===== config.mk =====
export PLATFORM = sky130hd
export DESIGN_NAME = instr_fetch_buffer
export DESIGN_NICKNAME = d
export VERILOG_FILES = /design/src/rtl/instr_fetch_buffer.sv
export SDC_FILE = /design/constraint.sdc
export NUM_CORES = 1
export LEC_CHECK = 0
export ABC_AREA = 0
export ABC_CLOCK_PERIOD_IN_PS = 7500
export CAP_MARGIN = 20
export CORE_ASPECT_RATIO = 1.1
export CORE_MARGIN = 8
export CORE_UTILIZATION = 40
export CTS_CLUSTER_DIAMETER = 50
export DETAILED_ROUTE_END_ITERATION = 7
export HOLD_SLACK_MARGIN = 0.12
export MAX_ROUTING_LAYER = met4
export SYNTH_ARGS = -nofsm -noshare
export SYNTH_HDL_FRONTEND = slang
export SYNTH_SLANG_ARGS = --single-unit

===== constraint.sdc =====
create_clock -name clk -period 7.5 [get_ports clk]
set_input_delay 0.75 -clock clk [delete_from_list [all_inputs] [get_ports clk]]
set_output_delay 0.75 -clock clk [all_outputs]
set_load 0.05 [all_outputs]

===== src/rtl/instr_fetch_buffer.sv =====
// rtl/instr_fetch_buffer.sv - prefetching instruction buffer between instruction memory and decoder
//
// Ports:
//   clk, rst_n              clock, asynchronous active-low reset
//   redirect, redirect_pc   flush buffer and restart fetching at redirect_pc
//   mem_req, mem_addr       read request and byte address to instruction memory
//   mem_ready               memory accepts the current request
//   mem_rvalid, mem_rdata   in-order read response
//   inst_valid, inst_data,
//   inst_pc                 head instruction presented to the decoder
//   inst_ready              decoder accepts the head instruction
module instr_fetch_buffer #(
    parameter int         DEPTH    = 4,
    parameter logic [7:0] RESET_PC = 8'h00
) (
    input  logic        clk,
    input  logic        rst_n,
    input  logic        redirect,
    input  logic [7:0]  redirect_pc,
    output logic        mem_req,
    output logic [7:0]  mem_addr,
    input  logic        mem_ready,
    input  logic        mem_rvalid,
    input  logic [31:0] mem_rdata,
    output logic        inst_valid,
    output logic [31:0] inst_data,
    output logic [7:0]  inst_pc,
    input  logic        inst_ready
);
    localparam int AW = $clog2(DEPTH);
    localparam int PW = AW + 1;
    // Repeated redirects can stack stale requests beyond one buffer's worth.
    localparam int DW = AW + 2;

    // Entries between head and fill_ptr are filled; between fill_ptr and tail
    // they are reserved (request accepted, response pending). The extra MSB on
    // each pointer distinguishes full from empty.
    logic [PW-1:0] head;
    logic [PW-1:0] tail;
    logic [PW-1:0] fill_ptr;
    logic [7:0]    fetch_pc;
    logic [DW-1:0] drop_cnt;

    logic [7:0]    addr_mem [DEPTH];
    logic [31:0]   data_mem [DEPTH];

    logic [PW-1:0] count;
    logic [PW-1:0] reserved;
    logic [DW-1:0] stale_sum;
    logic          accept;
    logic          fill;
    logic          pop;

    assign count     = tail - head;
    assign reserved  = tail - fill_ptr;
    assign stale_sum = drop_cnt + DW'(reserved);

    // Gated by rst_n so the request is low for the whole reset interval.
    assign mem_req  = rst_n && !redirect && (count < PW'(DEPTH));
    assign mem_addr = fetch_pc;

    assign inst_valid = (fill_ptr != head);
    assign inst_data  = data_mem[head[AW-1:0]];
    assign inst_pc    = addr_mem[head[AW-1:0]];

    assign accept = mem_req && mem_ready;
    assign pop    = inst_valid && inst_ready;
    // Responses only land in the buffer once every stale response is drained,
    // and unsolicited responses (nothing reserved) are ignored.
    assign fill   = mem_rvalid && !redirect && (drop_cnt == '0) && (reserved != '0);

    always_ff @(posedge clk or negedge rst_n) begin
        if (!rst_n) begin
            head     <= '0;
            tail     <= '0;
            fill_ptr <= '0;
            fetch_pc <= RESET_PC;
            drop_cnt <= '0;
        end else if (redirect) begin
            head     <= '0;
            tail     <= '0;
            fill_ptr <= '0;
            fetch_pc <= redirect_pc;
            // Every reserved entry plus any already-stale request becomes a
            // response to discard; a response arriving now retires one of them.
            drop_cnt <= stale_sum - DW'(mem_rvalid && (stale_sum != '0));
        end else begin
            if (accept) begin
                tail     <= tail + 1'b1;
                fetch_pc <= fetch_pc + 8'd4;
            end
            if (fill) begin
                fill_ptr <= fill_ptr + 1'b1;
            end
            if (pop) begin
                head <= head + 1'b1;
            end
            if (mem_rvalid && (drop_cnt != '0)) begin
                drop_cnt <= drop_cnt - 1'b1;
            end
        end
    end

    // Payload storage needs no reset: validity is carried entirely by the pointers.
    always_ff @(posedge clk) begin
        if (accept) begin
            addr_mem[tail[AW-1:0]] <= fetch_pc;
        end
        if (fill) begin
            data_mem[fill_ptr[AW-1:0]] <= mem_rdata;
        end
    end
endmodule


# --- Word-level counts from Yosys, hierarchy flattened ---
# Memories as Yosys holds them, arrays and structs flattened.
# Index checks and enable logic that the tools add are counted.
op_classes:
  add_sub_neg: 9
  order_cmp: 1
  n_eq_ne: 1
  mux: 14
  n_reduce_logical: 18
ops:
  columns: ["cell", "count"]
  rows:
  - ["two-way mux 3 bit", 6]
  - ["two-way mux 8 bit", 2]
  - ["adder 3 x 1 -> 3 bit (second input constant)", 3]
  - ["logical AND 1 bit", 9]
  - ["adder 8 x 3 -> 8 bit (second input constant)", 1]
  - ["two-way mux 4 bit", 2]
  - ["nonzero test 2 bit", 4]
  - ["nonzero test 4 bit", 2]
  - ["subtractor 3 bit", 2]
  - ["adder 4 x 3 -> 4 bit", 1]
  - ["logical NOT 4 bit", 1]
  - ["two-way mux 1 bit", 4]
  - ["subtractor 4 x 1 -> 4 bit", 1]
  - ["subtractor 4 x 1 -> 4 bit (second input constant)", 1]
  - ["less-than comparator 3 bit (second input constant)", 1]
  - ["!= test 3 bit", 1]
  - ["nonzero test 3 bit", 1]
  - ["logical NOT 1 bit", 1]
totals:
  regBits: 21
  ram_bits: 160
  in_bits: 46
  out_inout_bits: 50
  word_cells: 50
  memories: 2
memory_table:
  columns: ["name", "depth", "word_bits", "read_ports", "rd_clocked_by_memory_dff", "write_ports", "line", "text"]
  rows:
  - ["data_mem", 4, 32, 1, 0, 1, "45", "logic [31:0] data_mem [DEPTH];"]
  - ["addr_mem", 4, 8, 1, 0, 1, "44", "logic [7:0] addr_mem [DEPTH];"]

# --- Depth between registers and ports, before layout ---
# Gate-level depths: netlist of the first run.
logic_depth:
  ltp_word: 6
  mapped_depth: 15
  depth_no_buf: 15

# --- Worst setup path before layout of the first run ---
# No wires, ideal clock.
synth_path:
  kind: "register to register"
  startpoint: "reg tail[0]"
  endpoint: "reg drop_cnt[2]"
  setup_ns: 0.136
  arrival_ns: 2.911
  required_time_ns: 7.364
  setup_slack_ns: 4.453
  path_stages_with_launch: 16
  n_path_buf: 0
  period_less_slack_ns: 3.047
  cell_sequence: "dfrtp_1 > inv_1 > ha_1 > inv_1 > fa_1 > xor3_2 > inv_1 > ha_1 > xor2_1 > nand3_1 > o21a_1 > ha_1 > ha_1 > xnor2_1 > nand2_1 > o21ai_0"
synth_between:
  elab_chain_cells: 6
synth_rtl:
  columns: ["element", "line", "text"]
  rows:
  - ["from (decl)", "39", "logic [PW-1:0] tail;"]
  - ["from (signal assigned)", "89", "tail <= tail + 1'b1;"]
  - ["subtractor 3 bit (*)", "55", "assign reserved = tail - fill_ptr;"]
  - ["adder 4 x 3 -> 4 bit (*)", "56", "assign stale_sum = drop_cnt + DW'(reserved);"]
  - ["nonzero test 4 bit", "86", "drop_cnt <= stale_sum - DW'(mem_rvalid && (stale_sum != '0));"]
  - ["logical AND 1 bit", "86", null]
  - ["subtractor 4 x 1 -> 4 bit (*)", "86", null]
  - ["two-way mux 4 bit (*)", "79", "end else if (redirect) begin"]
  - ["to (signal assigned)", "86", null]
  - ["to (signal assigned)", "99", "drop_cnt <= drop_cnt - 1'b1;"]
  - ["to (decl)", "42", "logic [DW-1:0] drop_cnt;"]
# Mark *: on every way between the ends. The rest lies on a longest branch, timed or not.
# A chain may end at the register's enable or synchronous reset.

# --- Final worst setup path of the first run ---
layout_path:
  startpoint: "reg head[0]"
  endpoint: "out inst_data[3]"
layout_between:
  elab_chain_cells: 1
layout_rtl:
  columns: ["element", "line", "text"]
  rows:
  - ["from (decl)", "38", "logic [PW-1:0] head;"]
  - ["from (signal assigned)", "96", "head <= head + 1'b1;"]
  - ["memory read (4 x 32 bit)", null, null]
  - ["to (decl)", "26", "output logic [31:0] inst_data,"]
# No other way between the ends.

==> impl_results.md, run 1 <==
- Hold crit path type: reg2reg
- Cts hold-fix bufs: 0
- Critical Path Start Type: register
- I/O pin count: 96
- Worst EP arrival: 3.14 ns
- CP Max Fanout: 23
- Maximum number of pins on one net before global-route repair: 44
- RePlAce Congestion: 0.798
- Antenna Diode Count: 0
- Share of cells above drive strength 1: 18.3%
- Avg Cell Area, Syn: 19.6 um^2
- Design area: 9140 um^2
- DRT Wirelength: 14,200 um
- GRT Overall Usage: 13.4%
- Post-CTS Setup Bufs: 0
- Drt initial violations: 235
- Num rows: 52
- Clock tree root buffer cell: clkbuf_16
- Die width: 145 um
- Post-Synth Adder-Cell Area: 3.78%
- Sink Count: 181
- CTS tree: built
- H-tree levels: 4
- DRC viols: 0
- Period utilization: 51.9%
- Register Area: 5330 um^2
- Non-filler instance count after layout: 735
- Complex-gate fraction of the synthesized area: 2.27%
- Routed vias/inst: 5.06
- First-pass GRT wire length: 22,600 um
- GRT Residual Overflow: 0
- Initial core utilization: 40.3%
- Synth cell types: 40
- YS warnings: 0
- Slew @ Worst Pin: 0.931 ns
- Total core area: 18,200 um^2
- Syn_nets: 441
- XOR/XNOR share of the synthesized area: 2.37%
- Largest family of logic cells by synthesized area: multiplexers
- Post-synthesis simple-gate area fraction: 3.90%
- TritonCTS Buffers: 17
- RSZ-0062 raised after global routing: no
- Footprint of the multi-input gates: 1880 um^2
- Final setup skew: 0.0111 ns
- Power Dens Cells: 248 nW/um^2
- Post-CTS Resized: 0
- Crit path capture type: output pin
- Design Power: 0.00226 W
- Drt first pass iters: 4
- Util after Layout: 50.2%
- Max cap viols: 0
- CP required: 6.75 ns
- Max rail drop VDD: 163 uV
- Post-synthesis sequential area ratio: 72.6%
- Initial antenna violation count: 0
- Synth-to-layout area growth: 24.5%
- WL/cell: 19.3 um
- CTS Buffer Depth: 2
- Input/output buffers: 95
- Number of fill cells in the layout: 1,509
- Placed Cells incl. Taps: 703
- Status: finished, final reports clean
- Mapped Cells: 374
- Pleak: 3.01 nW
- Area of the mapped netlist: 7340 um^2
- DP Area: 8570 um^2
- Final setup violation count: 0
- #FFs+latches synth: 181
- Final ANT Viol Nets: 0
- Setup CP Type: reg2out
- Post-DP HPWL: 9030 um
- F_max: 257 MHz
- Fin crit period: 3.89 ns
- Vias in the first global route: 4,044
- Worst-Skew Late Latency: 0.43 ns
- Mux contribution to synthesized area: 13.3%
- Setup TNS: 0 ns
- Final Hold Fails: 0
- Count of final max-slew check failures: 0
- Full die area: 22,900 um^2
- Clock Pin Slew Worst Setup and Hold Paths: 0.07 ns
- Vias: 3,720
- Slew Limit Headroom: 37.9%
- Nets: 546
- Die Y: 158 um
==> area by class of cell <==
type / instances / share of cell area [%]
clock inverters: 13 / 1.38
multi-input cells: 162 / 20.6
clock buffers: 19 / 4.84
flip-flops and latches: 181 / 58.3
well taps: 243 / 3.33
inverters: 17 / 0.698
repair buffers: 100 / 10.8
==> synthesized netlist by cell type (all sizes together) <==
cell,n,area share (%)
a21oi,6,0.41
nand2,11,0.56
and2,8,0.77
o21ai,7,0.48
o211ai,1,0.10
nor3,2,0.14
nand4,1,0.085
nor2b,1,0.085
edfxtp,160,65
ha,19,3.2
o31a,2,0.24
mux4,40,12
o31ai,1,0.10
xor3,1,0.34
buf,6,0.44
nand2b,3,0.26
xor2,5,0.60
clkbuf,8,0.41
mux2i,3,0.46
and3,1,0.085
nor4,1,0.085
or3,3,0.26
dfrtp,21,7.2
fa,2,0.55
nand3,7,0.48
nor2,12,0.61
o21a,1,0.10
mux2,4,0.61
inv,17,0.87
nand4b,1,0.12
xnor2,12,1.4
a31oi,2,0.17
a21o,2,0.20
nand4bb,1,0.38
a311oi,1,0.36
a211oi,1,0.10
==> critical path, cell delays in order, from the launching register on <==
cell,delay (ns)
dfrtp_2,0.85
buf_4,0.53
mux4_2,0.58
clkdlybuf4s50_1,0.73
==> final timing paths <==
check / startpoint / slack (ns) / end / depth (start not counted)
min reg2reg: mem_addr[0]$_DFFE_PN0P_ / 0.57 / addr_mem[1][0]$_DFFE_PP_ / 0
max: head[0]$_DFFE_PN0P_ / 3.61 / inst_data[3] / 3
min: mem_addr[0]$_DFFE_PN0P_ / 0.57 / addr_mem[1][0]$_DFFE_PP_ / 0
max in group asynchronous: rst_n / 6.54 / head[1]$_DFFE_PN0P_ / 2
min in group asynchronous: rst_n / 0.69 / mem_addr[2]$_DFFE_PN0N_ / 2
max reg2reg: tail[0]$_DFFE_PN0N_ / 4.22 / drop_cnt[2]$_DFFE_PN0P_ / 15
==> registers in the layout, summed over array words and instances (netlist names) <==
register and cells:
drop_cnt 4, addr_mem 32, head 3, data_mem 128, mem_addr 8, tail 3
fill_ptr 3
==> cell usage in the layout (no fill, tap or decap), types with 4 or more instances in the layout <==
master / count
a21oi_1: 6
and2_1: 4
buf_4: 5
clkbuf_16: 17
clkdlybuf4s50_1: 95
clkinv_4: 4
dfrtp_1: 19
edfxtp_1: 160
ha_1: 19
inv_1: 17
mux2_2: 4
mux4_2: 40
nand2_1: 11
nand3_1: 7
nor2_1: 12
o21ai_0: 7
xnor2_1: 12
xor2_1: 5
==> power breakdown <==
part	total, W	switching [W]	internal, W
Sequential	0.00115	0.0000305	0.00112
Combinational	0.000263	0.000146	0.000118
Clock	0.000846	0.000375	0.000471
==> per-stage QoR <==
step           setup WS (ns)  hold slack [ns]
2_1_floorplan           4.45            0.454
3_3_place_gp            3.97            0.546
3_5_place_dp            3.95            0.556
4_1_cts                 3.48            0.575
5_1_grt                 3.36            0.591
6_report                3.61            0.570
==> kinds of logic after synthesis <==
group           count (synthesis)
mux                            47
buf+inv                        31
xor+xnor                       18
compound gates                 24
simple gates                   52
flops                         181
fa+ha+maj                      21
==> routing by layer <==
layer / track usage (%) / share of wire (%) / vias up
met5: - / 0 / -
met3: 3.66 / 4.8 / 23
met1: 15.6 / 43 / 1900
met4: 5.51 / 1.9 / 0
met2: 21.9 / 50 / 115
li1: - / - / 1682
(Power assumes the default switching activity.)
==> inputs of run 2 (changes only) <==
--- a/config.mk
+++ b/config.mk
@@ -6,7 +6,7 @@
 export NUM_CORES = 1
 export LEC_CHECK = 0
 export ABC_AREA = 0
-export ABC_CLOCK_PERIOD_IN_PS = 7500
+export ABC_CLOCK_PERIOD_IN_PS = 3800
 export CAP_MARGIN = 20
 export CORE_ASPECT_RATIO = 1.1
 export CORE_MARGIN = 8
==> constraint.sdc (replaced) <==
create_clock -name clk -period 3.8 [get_ports clk]
set_input_delay 0.38 -clock clk [delete_from_list [all_inputs] [get_ports clk]]
set_output_delay 0.38 -clock clk [all_outputs]
set_load 0.05 [all_outputs]
==> run 2 against run 1 <==
- die area stayed put
- via count barely moved
- total power up 110%
- critical endpoint is now drop_cnt[2]$_DFFE_PN0P_
- largest cell class unchanged
==> impl_results.md, run 2 (synthesized netlist as in run 1, its figures left out) <==
- First-pass GRT wire length: 22,500 um (-0.46%)
- Number of fill cells in the layout: 1,483 (-1.7%)
- TritonCTS Buffers: 17 (unchanged)
- Clock tree root buffer cell: clkbuf_16
- Clock Pin Slew Worst Setup and Hold Paths: 0.06 ns (about the same)
- Footprint of the multi-input gates: 1880 um^2 (unchanged)
- Full die area: 22,900 um^2 (unchanged)
- DRT Wirelength: 14,200 um (+0.45%)
- Hold crit path type: in2async
- R2R setup slack: 0.49 ns (-3.73 ns)
- GRT Overall Usage: 13.3% (-0.090 points)
- Drt first pass iters: 4 (unchanged)
- Fin crit period: 3.31 ns
- Period utilization: 87.1%
- Total core area: 18,200 um^2 (unchanged)
- H-tree levels: 4 (unchanged)
- Antenna Diode Count: 0 (unchanged)
- Sink Count: 181 (unchanged)
- Count of final max-slew check failures: 0 (unchanged)
- Post-CTS Setup Bufs: 0 (unchanged)
- CTS Buffer Depth: 2 (unchanged)
- Nets: 552 (+1.1%)
- Flip-flop count of the largest register after layout: 128 (unchanged)
- Maximum number of pins on one net before global-route repair: 44 (unchanged)
- Routed vias/inst: 5.02 (-0.73%)
- Critical Path Start Type: register
- CP required: 4.07 ns (-2.68 ns)
- Num rows: 52 (unchanged)
- Setup CP Type: reg2reg
- Vias: 3,718 (-0.054%)
- Synth-to-layout area growth: 26.7%
- CTS tree: built
- Power Dens Cells: 500 nW/um^2 (+100%)
- Initial antenna violation count: 0 (unchanged)
- Max cap viols: 0 (unchanged)
- Die width: 145 um (unchanged)
- F_max: 302 MHz
- Input/output buffers: 95 (unchanged)
- Worst-Skew Late Latency: 0.42 ns (about the same)
- RePlAce Congestion: 0.797 (-0.23%)
- Slew Limit Headroom: 55.3% (+17 points)
- Worst r2r src: tail[0]$_DFFE_PN0N_
- Final ANT Viol Nets: 0 (unchanged)
- Most common cell after layout, fill and taps aside: edfxtp_1
- Final setup skew: 0.00606 ns (-0.00501 ns)
- Initial core utilization: 40.3% (unchanged)
- Critical path capture point: drop_cnt[2]$_DFFE_PN0P_
- Register Area: 5330 um^2 (unchanged)
- GRT Residual Overflow: 0 (unchanged)
- Slew @ Worst Pin: 0.670 ns (-0.261 ns)
- I/O pin count: 96 (unchanged)
- Final setup violation count: 0 (unchanged)
- Commonest cells after routing, fill and taps aside: edfxtp_1, clkdlybuf4s50_1, mux4_2
- Max rail drop VDD: 315 uV (+93%)
- Critical path origin: tail[0]$_DFFE_PN0N_
- Drt initial violations: 169 (-28%)
- CP Max Fanout: 4 (-83%)
- Worst EP arrival: 3.58 ns (+0.44 ns)
- Die Y: 158 um (unchanged)
- Design area: 9300 um^2 (+1.8%)
- Final Hold Fails: 0 (unchanged)
- Share of cells above drive strength 1: 18.9% (+0.62 points)
- Status: finished, final reports clean
- Post-DP HPWL: 9380 um (+3.8%)
- WL/cell: 19.2 um (-0.23%)
- Vias in the first global route: 4,058 (+0.35%)
- Post-CTS Resized: 0 (unchanged)
- DRC viols: 0 (unchanged)
- Setup TNS: 0 ns (unchanged)
- DP Area: 8670 um^2 (+1.1%)
- Cells on worst reg2reg path: 15 (unchanged)
- Cts hold-fix bufs: 0 (unchanged)
- RR Endpoint: drop_cnt[2]$_DFFE_PN0P_
- Pleak: 3.07 nW (+2.2%)
- RSZ-0062 raised after global routing: no
- Crit path capture type: register
run 2: cell type report:
cell class / count / area share, %
sequential: 181 / 57.3
multi-input combinational: 162 / 20.3
timing repair buffer: 106 / 11.6
clock buffer: 17 / 4.57
tap: 243 / 3.27
clock inverter: 14 / 2.26
inverter: 17 / 0.686
run 2: how the worst min path moves through the flow:
stage                       startpoint                        to  slack, ns
2_1_floorplan                    rst_n   drop_cnt[0]$_DFFE_PN0P_       0.08
3_3_place_gp   mem_addr[1]$_DFFE_PN0P_  addr_mem[2][1]$_DFFE_PP_       0.53
3_5_place_dp   mem_addr[1]$_DFFE_PN0P_  addr_mem[2][1]$_DFFE_PP_       0.54
4_1_cts                          rst_n   drop_cnt[1]$_DFFE_PN0P_       0.30
5_1_grt                          rst_n   drop_cnt[0]$_DFFE_PN0P_       0.33
6_report                         rst_n   drop_cnt[0]$_DFFE_PN0P_       0.30
run 2: stage by stage:
| step | setup slack [ns] | hold WS, ns | cells | power, W | util [%] |
|---|---|---|---|---|---|
| finish | 0.491 | 0.298 | 740 | 0.00465 | 51.1 |
| global placement | 0.604 | 0.527 | 709 | 0.00283 | 47.6 |
| floorplan | 0.753 | 0.0844 | 374 | 0.00265 | - |
| detailed placement | 0.489 | 0.537 | 709 | 0.00284 | 47.6 |
| global route | 0.326 | 0.327 | 740 | 0.00481 | 51.1 |
| CTS | 0.469 | 0.299 | 740 | 0.00470 | 51.1 |
run 2: routing by layer:
layer	vias to the layer above	global-route usage, %	part of all wire [%]
li1	1692	-	-
met1	1922	15.3	43
met2	91	22.4	51
met3	13	3.86	4.7
met4	0	4.51	1.3
met5	-	-	0
run 2: critical path: stages (launching register included):
cell     delay [ns]
dfrtp_1        0.41
inv_1          0.17
ha_1           0.17
inv_1          0.04
fa_1           0.36
xor3_2         0.44
inv_1          0.05
ha_1           0.29
xor2_1         0.27
nand3_1        0.11
o21a_1         0.18
ha_1           0.20
ha_1           0.20
xnor2_1        0.12
nand2_1        0.06
o21ai_0        0.09
run 2: power breakdown:
group	leakage (nW)	internal, W	switching [W]
combinational	1.08	0.000236	0.000287
sequential	1.70	0.00222	0.0000569
clock	0.296	0.00116	0.000700
==> inputs of run 3 (changes only) <==
--- a/config.mk
+++ b/config.mk
@@ -13,6 +13,7 @@
 export CORE_UTILIZATION = 40
 export CTS_CLUSTER_DIAMETER = 50
 export DETAILED_ROUTE_END_ITERATION = 7
+export GPL_ROUTABILITY_DRIVEN = 0
 export HOLD_SLACK_MARGIN = 0.12
 export MAX_ROUTING_LAYER = met4
 export SYNTH_ARGS = -nofsm -noshare
==> results of run 3 <==
The final DEF is identical to that of run 2; final timing and power are the same.
